===== src/rtl/fpu_op_sequencer.sv =====
// Issues one operand pair to a fixed-latency fpu, waits out its latency,
// captures data/status, holds the result for a handshake, and counts range errors.
module fpu_op_sequencer #(
  parameter int unsigned FPU_LATENCY = 4
) (
  input  logic        clock100KHz,
  input  logic        reset,
  input  logic        in_valid,
  output logic        in_ready,
  input  logic [31:0] in_a,
  input  logic [31:0] in_b,
  output logic [31:0] op_A_out,
  output logic [31:0] op_B_out,
  input  logic [31:0] fpu_data_in,
  input  logic [3:0]  fpu_status_in,
  output logic        res_valid,
  input  logic        res_ready,
  output logic [31:0] res_data,
  output logic [3:0]  res_status,
  input  logic        err_clr,
  output logic [7:0]  err_count
);

  typedef enum logic [1:0] {
    IDLE = 2'd0,
    WAIT = 2'd1,
    HOLD = 2'd2
  } state_t;

  localparam logic [3:0] CNT_INIT = 4'(FPU_LATENCY - 1);

  state_t      state_q, state_d;
  logic [3:0]  cnt_q, cnt_d;
  logic [31:0] op_a_q, op_a_d;
  logic [31:0] op_b_q, op_b_d;
  logic        vld_q, vld_d;
  logic [31:0] rdata_q, rdata_d;
  logic [3:0]  rstat_q, rstat_d;
  logic [7:0]  err_q, err_d;
  logic        capture;
  logic        range_err;

  always_ff @(posedge clock100KHz or negedge reset) begin
    if (!reset) begin
      state_q <= IDLE;
      cnt_q   <= '0;
      op_a_q  <= '0;
      op_b_q  <= '0;
      vld_q   <= 1'b0;
      rdata_q <= '0;
      rstat_q <= '0;
      err_q   <= '0;
    end else begin
      state_q <= state_d;
      cnt_q   <= cnt_d;
      op_a_q  <= op_a_d;
      op_b_q  <= op_b_d;
      vld_q   <= vld_d;
      rdata_q <= rdata_d;
      rstat_q <= rstat_d;
      err_q   <= err_d;
    end
  end

  always_comb begin
    state_d = state_q;
    cnt_d   = cnt_q;
    op_a_d  = op_a_q;
    op_b_d  = op_b_q;
    vld_d   = vld_q;
    rdata_d = rdata_q;
    rstat_d = rstat_q;
    capture = 1'b0;
    unique case (1'b1)
      (state_q == IDLE): begin
        if (in_valid) begin
          op_a_d  = in_a;
          op_b_d  = in_b;
          cnt_d   = CNT_INIT;
          state_d = WAIT;
        end
      end
      (state_q == WAIT): begin
        if (cnt_q == 4'd0) begin
          capture = 1'b1;
          rdata_d = fpu_data_in;
          rstat_d = fpu_status_in;
          vld_d   = 1'b1;
          state_d = HOLD;
        end else begin
          cnt_d = cnt_q - 4'd1;
        end
      end
      (state_q == HOLD): begin
        if (res_ready) begin
          vld_d   = 1'b0;
          state_d = IDLE;
        end
      end
      default: begin
        vld_d   = 1'b0;
        state_d = IDLE;
      end
    endcase
  end

  assign range_err = fpu_status_in[3] | fpu_status_in[2];

  // clear takes priority over a coincident increment
  always_comb begin
    err_d = err_q;
    if (err_clr) begin
      err_d = 8'd0;
    end else if (capture && range_err && (err_q != 8'hFF)) begin
      err_d = err_q + 8'd1;
    end
  end

  assign in_ready   = (state_q == IDLE) && reset;
  assign op_A_out   = op_a_q;
  assign op_B_out   = op_b_q;
  assign res_valid  = vld_q;
  assign res_data   = rdata_q;
  assign res_status = rstat_q;
  assign err_count  = err_q;

endmodule


===== config.mk =====
export PLATFORM = sky130hd
export DESIGN_NAME = fpu_op_sequencer
export DESIGN_NICKNAME = d
export VERILOG_FILES = /design/src/rtl/fpu_op_sequencer.sv
export SDC_FILE = /design/constraint.sdc
export NUM_CORES = 1
export LEC_CHECK = 0
export BUFFER_PORTS_ARGS = -buffer_cell sky130_fd_sc_hd__buf_2
export CAP_MARGIN = 20
export CORE_AREA = 2 2 137 86
export CTS_CLUSTER_DIAMETER = 100
export DETAILED_ROUTE_END_ITERATION = 7
export DIE_AREA = 0 0 139 88
export PLACE_DENSITY = 0.75
export SYNTH_ARGS = -nofsm -noshare
export SYNTH_HDL_FRONTEND = slang
export SYNTH_SLANG_ARGS = --single-unit

===== constraint.sdc =====
create_clock -name clock100KHz -period 1.6 [get_ports clock100KHz]
set_input_delay 0.32 -clock clock100KHz [delete_from_list [all_inputs] [get_ports clock100KHz]]
set_output_delay 0.32 -clock clock100KHz [all_outputs]
set_load 0.005 [all_outputs]

Word-level counts from Yosys, hierarchy flattened --
Cells that the tools add are included.
Word-level totals: register bits after elaboration 115, bits of input ports 105, output and inout port bits 110, word-level logic and storage cells 45
Operators by class: add/sub/neg operators 2, equal/unequal tests 7, muxes and demuxes 14, bitwise logic cells 2, reduce and logical (&&, ||, !) cells 12
Operators with widths (number):
- $mux 8 | 2
- $reduce_and 3->1 | 3
- $add 8x1->8 const B | 1
- $mux 4 | 2
- $ne 8x8->1 const B | 1
- $pmux 4 s2 | 1
- $mux 2 | 3
- $ne 2x2->1 const B | 3
- $pmux 2 s3 | 1
- $logic_not 4->1 | 1
- $mux 1 | 4
- $reduce_and 2->1 | 2
- $reduce_bool 2->1 | 2
- $sub 4x1->4 const B | 1
- $logic_and 1x1->1 | 3
- $pmux 1 s3 | 1
- $eq 2x1->1 const B | 1
- $eq 2x2->1 const B | 1
- $logic_not 2->1 | 1
- $ne 2x1->1 const B | 1
- $not 1->1 | 1
- $or 1x1->1 | 1

Logic depth before layout (Yosys ltp) --
word-level depth 7, mapped depth 7, gate-level depth less buffers 6

Worst setup path after synthesis --
Ideal clock, no wire load.
kind register to register, start point register cnt_q[0], end point register err_q[7], in the netlist err_count[7], library setup time 134 ps, arrival time 1608 ps, required time 1466 ps, setup slack -142 ps, stages on the path, launching flop included 8, path buffers 1, period minus slack after synthesis 1742 ps, path through dfrtp_1 > inv_1 > ha_1 > nor3b_2 > o211ai_4 > buf_2 > o41ai_1 > a21oi_1
On the way: longest elaborated chain between the ends 6
Ends and longest elaborated chain:
- from (decl) | line 33 | logic [3:0] cnt_q, cnt_d;
- from (signal assigned) | line 55 | cnt_q <= cnt_d;
- $logic_not 4->1 | line 84 | if (cnt_q == 4'd0) begin
- $mux 1 | line 84
- $mux 1 | line 74 | unique case (1'b1)
- $logic_and 1x1->1 (2 in series) | line 114 | end else if (capture && range_err && (err_q != 8'hFF)) begin
- $reduce_bool 2->1 (no source line)
- to (signal assigned) | line 61 | err_q <= err_d;
- to (decl) | line 39 | logic [7:0] err_q, err_d;
Every way passes these cells. A chain may end at the register's enable or synchronous reset.

Worst setup path in the final report --
start point register cnt_q[0], end point register err_q[3], in the netlist err_count[3]
Same word-level chain as after synthesis.

==> results.md <==
- PortBufs: 214
- Mean Syn Cell Area: 15.3 um2
- Initial DRC Count: 95
- Asr flop ratio synth: 100%
- Syn Inst Count: 296
- Max_cap viols: 0
- Die Span X: 139 um
- Worst-Margin Slew: 0.581 ns
- Synth cell types: 36
- Status: complete, but fails checks
- FP Rows: 30
- Minimum clock period: 1.76 ns
- Setup TNS: -2.21 ns
- Dominant synthesized flop cell: dfrtp_1
- Initial antenna violation count: 0
- Worst Skew: 0.0109 ns
- Largest net degree at the start of global routing: 116
- Remaining DRCs: 0
- CP endpoint kind: flop
- Worst-path cell chain: inv_2 > ha_4 > nor3b_4 > o211ai_4 > or4_1 > a21oi_2
- H-tree depth: 4
- TritonCTS clock tree: done
- Reg2Reg Setup Slack: -0.16 ns
- Register area share after synthesis: 63.7%
- Post-Synthesis Cell Area: 4520 um2
- Post-route clock period utilization: 110%
- Slowest CP cell: or4_1
- Antenna cells: 0
- Worst slew margin: 61.3%
- Clk root buf: clkbuf_16
- Layout cells sized above 1: 71.1%
- DP Wirelength: 7620 um
- First-pass GRT wire length: 16600 um
- I/O pin cnt: 215
- Gr usage total: 17.3%
- Violated checks: negative setup slack
- Die Ht: 88 um
- Core area: 11000 um2
- GRT overflow: 0
- Drt pass-1 iters: 4
- Critical Path RT: 1.93 ns
- Vias in the first global route: 3334
- Filler cells: 851
- Startpoint types: flop
- Crit Path Category: reg -> reg
- CTS Buffer Depth: 2
- CP peak stage delay: 0.54 ns
- Starting density of the core: 41.2%
- Max Fclk: 568 MHz
- Via count: 3342
- Syn nets: 404
- DIE AREA: 12200 um2
- Crit path max fanout: 8
- Nets@finish: 646
- Final setup fails: 41
- TritonCTS Buffers: 17
- Insertion delay to the later sink of the worst-skew pair: 0.40 ns
- Critical Path AT: 2.09 ns
- Setup WS post-layout: -0.160 ns
- Worst-path clk slew: 0.05 ns
- Area growth, synth to finish: 48.4%
- Leak: 3.23 nW
- Synth Warn #: 0
- Final hold vios: 0
- Yosys reg bits: 115
- Power density over the cells: 2030 nW/um2
- Pre-CTS WS: -0.250 ns
- Placer Congestion: 0.865
- Hold crit path type: in -> async
- EDFF count, synth: 0
- CTS sink cnt: 115
- Hold buffer count at CTS: 0
- Routed Wire Length: 10700 um
- Worst VDD drop: 0.941 mV
- DR WL/cell: 15.4 um
- Fin. max-slew vios: 0
- Antenna Violating Nets Remaining: 0
- RSZ-0062 raised after global routing: yes
- Via density: 4.81
## synthesized netlist by cell type (2+ instances only)
library cell	count	area, um2
a21oi_1	9	45.0
buf_2	9	45.0
buf_4	4	30.0
dfrtp_1	115	2880
ha_1	3	37.5
inv_1	5	18.8
mux2_2	100	1130
nand2_1	4	15.0
nand3_1	5	25.0
nor2_1	5	18.8
nor3b_1	2	15.0
o21ai_0	4	20.0
o31ai_1	2	15.0
o41ai_1	3	26.3
or4_1	4	30.0
xor2_1	2	17.5
## through the flow
stage / area, um2 / hold slack (ns) / util [%] / power (mW) / cells
floorplan: 4560 / 0.0244 / - / 7.15 / 296
global placement: 5880 / 0.461 / 53.6 / 8.99 / 655
detailed placement: 5880 / 0.478 / 53.6 / 9.21 / 655
CTS: 6630 / 0.0449 / 60.5 / 13.7 / 692
global route: 6710 / 0.0746 / 61.2 / 14.5 / 695
finish: 6710 / 0.0270 / 61.2 / 13.6 / 695
## cell usage in the layout (no fill, tap or decap), drive strengths merged, types with 4 or more instances in the layout
| cell | count |
|---|---|
| a21oi | 9 |
| buf | 238 |
| bufinv | 6 |
| clkbuf | 20 |
| dfrtp | 115 |
| inv | 6 |
| mux2 | 100 |
| nand2 | 4 |
| nand3 | 5 |
| nor2 | 5 |
| o21ai | 4 |
| or4 | 4 |
## cells by family (layout without fill, tap and decap cells)
group	after synthesis	in the layout	share of synthesized area, %
AOI/OAI and AO/OA	25	25	3.85
xor gates and xnor gates	2	2	0.388
adders and majority gates	3	3	0.830
buffers and inverters	20	275	2.24
DFF	115	115	63.7
muxes	100	100	24.9
and+or+nand+nor	31	31	4.12
## critical path: cells and delay by family (launching register included)
family                   cells  cell delay (ns)
buffers and inverters        1             0.09
AND/OR/NAND/NOR              2             0.79
AO/OA/AOI/OAI                2             0.29
adder cells (fa/ha/maj)      1             0.13
flip-flops                   1             0.39
## timing repair
action                                  in CTS  in global routing
buffers inserted                             5                  4
endpoints found under the hold margin        0                  0
cloned                                       0                  0
pin swaps                                    6                  3
endpoints found under the setup margin      45                 67
gates resized for setup                      9                 14
## final cells by class
| class | count | area, um2 | area share (%) |
|---|---|---|---|
| inverter | 5 | 18.8 | 0.280 |
| tap | 144 | 180 | 2.69 |
| sequential | 115 | 2880 | 42.9 |
| clock buffer | 20 | 457 | 6.81 |
| clock inverter | 12 | 226 | 3.37 |
| multi-input combinational | 161 | 1640 | 24.4 |
| timing repair buffer | 238 | 1310 | 19.5 |
## metal layers
| layer | global-route usage, % | wire length, um |
|---|---|---|
| met1 | 21.5 | 4520 |
| met2 | 28.4 | 5180 |
| met3 | 6.89 | 918 |
| met4 | 5.23 | 83 |
| met5 | 0 | 0 |
## worst paths after layout
check / cells past startpoint / endpoint / start
max: 6 / err_count[3]$_DFFE_PN0P_ / cnt_q[0]$_DFFE_PN0P_
min: 2 / res_data[23]$_DFFE_PN0P_ / reset
max reg2reg: 6 / err_count[3]$_DFFE_PN0P_ / cnt_q[0]$_DFFE_PN0P_
min reg2reg: 1 / res_data[4]$_DFFE_PN0P_ / res_data[4]$_DFFE_PN0P_
max in group asynchronous: 2 / state_q[1]$_DFFE_PN0P_ / reset
min in group clock100KHz: 2 / state_q[1]$_DFFE_PN0P_ / res_ready
## sequential cells by signal (all words and copies together), names as in the netlist
signal and count:
op_A_out 32, op_B_out 32, res_data 32, err_count 8
cnt_q 4, res_status 4, state_q 2, res_valid 1
## power breakdown
group | switching, mW | internal, mW | total (mW)
clock | 1.30 | 3.01 | 4.31
sequential | 0.713 | 4.31 | 5.02
combinational | 1.69 | 2.61 | 4.30
total | 3.70 | 9.93 | 13.6
No activity file was read; power rests on OpenSTA's default activity.
